$ cat src/rtl/pzcorebus_default_responder.sv
// pzcorebus default responder (memory-H profile).
// Terminates commands that missed every decoder window: accepts each command, drains any write
// data and answers reads and non-posted writes with error responses.
//
// Ports:
//   i_clk, i_rst                       clock, synchronous active-high reset
//   i_mcmd_valid / o_scmd_accept       command handshake (i_mcmd, i_mid, i_mlength)
//   i_mdata_valid / o_sdata_accept     write data handshake (i_mdata_last; data/byteen discarded)
//   o_sresp_valid / i_mresp_accept     response handshake (o_sresp, o_sid, o_serror, o_sdata,
//                                      o_sresp_last)
//   o_error_count                      saturating count of accepted commands
module pzcorebus_default_responder #(
  parameter int unsigned            ID_WIDTH     = 8,
  parameter int unsigned            DATA_WIDTH   = 64,
  parameter int unsigned            LENGTH_WIDTH = 4,
  parameter logic [DATA_WIDTH-1:0]  ERROR_DATA   = '1,
  parameter int unsigned            COUNT_WIDTH  = 16
) (
  input  logic                    i_clk,
  input  logic                    i_rst,
  input  logic                    i_mcmd_valid,
  output logic                    o_scmd_accept,
  input  logic [1:0]              i_mcmd,
  input  logic [ID_WIDTH-1:0]     i_mid,
  input  logic [LENGTH_WIDTH-1:0] i_mlength,
  input  logic                    i_mdata_valid,
  output logic                    o_sdata_accept,
  input  logic                    i_mdata_last,
  input  logic [DATA_WIDTH-1:0]   i_mdata,
  input  logic [DATA_WIDTH/8-1:0] i_mdata_byteen,
  output logic                    o_sresp_valid,
  input  logic                    i_mresp_accept,
  output logic                    o_sresp,
  output logic [ID_WIDTH-1:0]     o_sid,
  output logic                    o_serror,
  output logic [DATA_WIDTH-1:0]   o_sdata,
  output logic [1:0]              o_sresp_last,
  output logic [COUNT_WIDTH-1:0]  o_error_count
);

  typedef enum logic [1:0] {StIdle, StWdata, StResp} state_e;

  localparam logic [1:0] CmdRead  = 2'd0;
  localparam logic [1:0] CmdWrite = 2'd1;
  localparam logic [1:0] CmdWrNp  = 2'd2;

  state_e                  state_q;
  logic                    scmd_accept_q;
  logic                    sdata_accept_q;
  logic                    sresp_valid_q;
  logic                    sresp_q;
  logic [ID_WIDTH-1:0]     sid_q;
  logic [DATA_WIDTH-1:0]   sdata_q;
  logic [1:0]              sresp_last_q;
  logic [LENGTH_WIDTH-1:0] beat_cnt_q;
  logic                    np_q;
  logic [COUNT_WIDTH-1:0]  error_count_q;

  // Write payload is intentionally dropped.
  logic unused_wdata;
  assign unused_wdata = ^{i_mdata, i_mdata_byteen};

  always_ff @(posedge i_clk) begin
    if (i_rst) begin
      state_q        <= StIdle;
      scmd_accept_q  <= 1'b1;
      sdata_accept_q <= 1'b0;
      sresp_valid_q  <= 1'b0;
      sresp_q        <= 1'b0;
      sid_q          <= '0;
      sdata_q        <= '0;
      sresp_last_q   <= 2'b00;
      beat_cnt_q     <= '0;
      np_q           <= 1'b0;
      error_count_q  <= '0;
    end else begin
      unique case (state_q)
        StIdle: begin
          if (i_mcmd_valid && scmd_accept_q) begin
            if (~&error_count_q) error_count_q <= error_count_q + COUNT_WIDTH'(1);
            if (i_mcmd == CmdRead) begin
              state_q       <= StResp;
              scmd_accept_q <= 1'b0;
              sresp_valid_q <= 1'b1;
              sresp_q       <= 1'b1;
              sid_q         <= i_mid;
              sdata_q       <= ERROR_DATA;
              // Length 0 wraps to all-ones, giving 2**LENGTH_WIDTH beats.
              beat_cnt_q    <= i_mlength - LENGTH_WIDTH'(1);
              sresp_last_q  <= (i_mlength == LENGTH_WIDTH'(1)) ? 2'b11 : 2'b00;
            end else if (i_mcmd == CmdWrite || i_mcmd == CmdWrNp) begin
              state_q        <= StWdata;
              scmd_accept_q  <= 1'b0;
              sdata_accept_q <= 1'b1;
              sid_q          <= i_mid;
              np_q           <= (i_mcmd == CmdWrNp);
            end
            // Messages are posted and need no response.
          end
        end
        StWdata: begin
          if (i_mdata_valid && sdata_accept_q && i_mdata_last) begin
            sdata_accept_q <= 1'b0;
            if (np_q) begin
              state_q       <= StResp;
              sresp_valid_q <= 1'b1;
              sresp_q       <= 1'b0;
              sdata_q       <= '0;
              beat_cnt_q    <= '0;
              sresp_last_q  <= 2'b11;
            end else begin
              state_q       <= StIdle;
              scmd_accept_q <= 1'b1;
            end
          end
        end
        StResp: begin
          if (i_mresp_accept) begin
            if (beat_cnt_q == '0) begin
              state_q       <= StIdle;
              scmd_accept_q <= 1'b1;
              sresp_valid_q <= 1'b0;
              sresp_last_q  <= 2'b00;
            end else begin
              beat_cnt_q   <= beat_cnt_q - LENGTH_WIDTH'(1);
              sresp_last_q <= (beat_cnt_q == LENGTH_WIDTH'(1)) ? 2'b11 : 2'b00;
            end
          end
        end
        default: begin
          state_q        <= StIdle;
          scmd_accept_q  <= 1'b1;
          sdata_accept_q <= 1'b0;
          sresp_valid_q  <= 1'b0;
        end
      endcase
    end
  end

  assign o_scmd_accept  = scmd_accept_q;
  assign o_sdata_accept = sdata_accept_q;
  assign o_sresp_valid  = sresp_valid_q;
  assign o_sresp        = sresp_q;
  assign o_sid          = sid_q;
  assign o_serror       = sresp_valid_q;
  assign o_sdata        = sdata_q;
  assign o_sresp_last   = sresp_last_q;
  assign o_error_count  = error_count_q;

endmodule

$ cat config.mk
export PLATFORM = sky130hd
export DESIGN_NAME = pzcorebus_default_responder
export DESIGN_NICKNAME = d
export VERILOG_FILES = /design/src/rtl/pzcorebus_default_responder.sv
export SDC_FILE = /design/constraint.sdc
export NUM_CORES = 1
export LEC_CHECK = 0
export CORE_ASPECT_RATIO = 1.25
export CORE_MARGIN = 4
export CORE_UTILIZATION = 31
export DETAILED_ROUTE_END_ITERATION = 6
export PLACE_DENSITY = 0.87
export SLEW_MARGIN = 10
export SYNTH_ARGS = -nofsm -noshare
export SYNTH_HDL_FRONTEND = slang
export SYNTH_SLANG_ARGS = --single-unit
$ cat constraint.sdc
create_clock -name i_clk -period 2.4 [get_ports i_clk]
set_input_delay 0.72 -clock i_clk [delete_from_list [all_inputs] [get_ports i_clk]]
set_output_delay 0.72 -clock i_clk [all_outputs]
set_load 0.02 [all_outputs]
==> flow_metrics.tcl, run 1 <==
set metrics [dict create \
    p_per_area_nw_per_um2 961.9 \
    ys_seq_elements 36 \
    drv_slew 0 \
    max_stage_delay_ns 0.65 \
    synthArstFlopShare_pct 0 \
    route.vias.total 2161 \
    setup-violations-final 0 \
    yosys_warnings 0 \
    wl_um 5617 \
    combinationalPowerShare_pct 61.2 \
    cp.depth 2 \
    clk_path_buf_depth 2 \
    place.gp.congestion 0.8004 \
    hold_depth 2 \
    die-area_um2 9402 \
    start_util_pct 31.64 \
    cts_setup_buffers 0 \
    cts_tree "done" \
    skew_ns 0.005174 \
    synthTopCellsByCount "buf_4 (67), dfxtp_1 (36), nand2_1 (26), nor2_1 (26)" \
    die_w_um 87.53 \
    ys_seq_area_share_pct 29.40 \
    synthCells 293 \
    synth-edff-count 0 \
    power.internal_mw 1.826 \
    place_area_um2 3226 \
    clk_latency_ns 0.29 \
    worst_pin_slew_ns 0.5140 \
    area_growth_pct 35.53 \
    pwr-share-seq_pct 24.7 \
    final_layout_size_suffix_gt1_share_pct 6.628 \
    cts.sinks 36 \
    critPathKind "reg2out" \
    p_sw_share_pct 42.87 \
    place_hpwl_um 4431 \
    synth_flop_cell "dfxtp_1" \
    hold_viol 0 \
    numCtsBuffers 5 \
    htreeDepth 2 \
    num_rows 36 \
    slowest_stage "clkdlybuf4s50_1" \
    drv_cap 0 \
    p_leak_nw 1.274 \
    grt_setup_unrepaired "no" \
    first_pass_iters 4 \
    power.share.clock_pct 14.2 \
    netlist.area_leader.share_pct 29.40 \
    required_ns 1.68 \
    grt_max_degree 42 \
    critPathMaxFanout 41 \
    finalCriticalPeriod_ns 2.238 \
    setup_tns_ns 0 \
    worstSetupStartpointType "flop" \
    ant_nets 0 \
    netlist_area_um2 2451 \
    avgSynthCellArea_um2 8.366 \
    arrival_ns 1.52 \
    clock.fmax_mhz 446.8 \
    synth.largest_area_cell "dfxtp_1" \
    io_buffer_count 114 \
    ioPinCount 187 \
    final_cells 442 \
    synth_fp_nets 399 \
    dp_slack_ns 0.02895 \
    synthTopCellsByArea "dfxtp_1 (29%), buf_4 (21%), ha_1 (7.1%)" \
    slew_headroom_pct 65.61 \
    nets 452 \
    synth_most_common_cell "buf_4" \
    path_buf_inv 2 \
    core_area_um2 7747 \
    cts-root-buf "clkbuf_8" \
    power_switching_mw 1.370 \
    rr_worst_depth 6 \
    diodes 0 \
    crit_path_end_kind "output pin" \
    grtUsageTotal_pct 11.11 \
    grt_pass1_vias 1976 \
    antenna_found_initial 0 \
    stdcell_area_um2 3322 \
    crit_family "buffers and inverters" \
    via_per_inst 4.889 \
    drc_errors 0 \
    first_iter_violations 82 \
    grt_pass1_wl_um 8493 \
    period_share_pct 93.26 \
    status "completed" \
    cts.reportedPaths.clkPinSlew_ns 0.07 \
    wl_per_cell_um 12.71 \
    gr-total-overflow 0 \
    crit_chain "buf_6, clkdlybuf4s50_1" \
    die_height_um 107.4 \
    yosysUniqueCellTypes 41 \
    vdd_ir_drop_max_v 0.0005868 \
    hp-class "reg2reg" \
    setup_ws_ns 0.1618 \
    dp.cells 434 \
]
## power groups by stage
stage                     Clock, mW  Combinational (mW)  Sequential [mW]
after global routing          0.477                2.09            0.806
after floorplan                   0                1.37            0.916
final                         0.452                1.95            0.789
after detailed placement          0                1.96            0.803
after CTS                     0.462                1.97            0.791
after global placement            0                1.92            0.796
## cell usage in the layout, fill, tap and decap left out, types with 2 or more instances in the layout
cell / Yosys / layout
clkdlybuf4s50_1: 0 / 114
dfxtp_1: 36 / 35
nand2_1: 26 / 26
nor2_1: 26 / 26
nand3_1: 14 / 14
xor2_1: 14 / 14
ha_1: 14 / 14
inv_1: 12 / 12
a21oi_1: 12 / 12
and3_1: 8 / 8
nand4_1: 8 / 8
clkbuf_8: 0 / 6
mux2i_1: 5 / 5
and4_1: 5 / 5
buf_4: 67 / 5
a211oi_1: 4 / 4
nor3_1: 4 / 4
o22ai_1: 4 / 4
xnor2_1: 4 / 4
o21ai_0: 2 / 2
nand4_2: 2 / 2
clkinv_2: 0 / 2
## worst paths after layout
path / start / endpoint / slack (ns)
setup / recovery: o_sdata[62] / o_sdata[21] / 0.16
hold / removal: o_sid[5] / o_sid[5] / 0.45
setup reg to reg: state_q[0] / beat_cnt_q[1] / 0.49
hold reg to reg: o_sid[5] / o_sid[5] / 0.45
## routing by layer
metal / track usage (%) / wire [µm] / vias to the layer above / share of wire, %
met2: 19.45 / 2575 / 125 / 46
met5: 0 / 0 / - / 0
met3: 4.594 / 822 / 4 / 15
li1: - / - / 1031 / -
met1: 11.78 / 2184 / 1001 / 39
met4: 3.947 / 34 / 0 / 0.61
## through the flow
stage | utilization, % | hold WS (ns) | power, mW
floorplan | - | 0.5004 | 2.283
finish | 42.88 | 0.4534 | 3.196
global route | 42.88 | 0.4747 | 3.369
global placement | 41.63 | 0.4410 | 2.712
detailed placement | 41.63 | 0.4491 | 2.766
CTS | 42.83 | 0.4559 | 3.223
## cells by family after synthesis
logic type	after synthesis	share of synthesized area [%]
xor+xnor	18	6.432
compound gates	30	9.189
buf+inv	86	23.53
fa+ha+maj	14	7.147
simple gates	103	21.80
mux	6	2.501
flops	36	29.40
## worst min-delay path: cells and delay by family, from the launching register on
kind,cells,cell delay [ns]
DFF,1,0.31
and+or+nand+nor,1,0.05
AOI/OAI and AO/OA,1,0.05
## sequential cells by signal, summed over array words and instances, names as in the netlist
register / count
o_error_count: 16
o_sid: 8
beat_cnt_q: 4
state_q: 2
np_q: 1
o_scmd_accept: 1
o_sdata: 1
o_sdata_accept: 1
o_serror: 1
o_sresp_last: 1
## timing repair
item | CTS | global route
hold endpoints to repair | 0 | 0
endpoints found under the setup margin | 0 | 14
resized for setup | 0 | 1
hold buffers | 0 | 0
## layout make-up
cell class,instances,area (µm²)
clock buffers,6,82.58
clock inverters,2,10.01
fillers,780,4425
inverters,12,45.04
multi-input cells,171,1154
flip-flops and latches,36,721.9
well taps,95,118.9
repair buffers,120,1190
(Power assumes the default switching activity.)
==> inputs of run 2 (changes only) <==
SLEW_MARGIN = unset   (was 10)
==> results of run 2 <==
The final DEF is identical to that of run 1; final timing and power are the same.
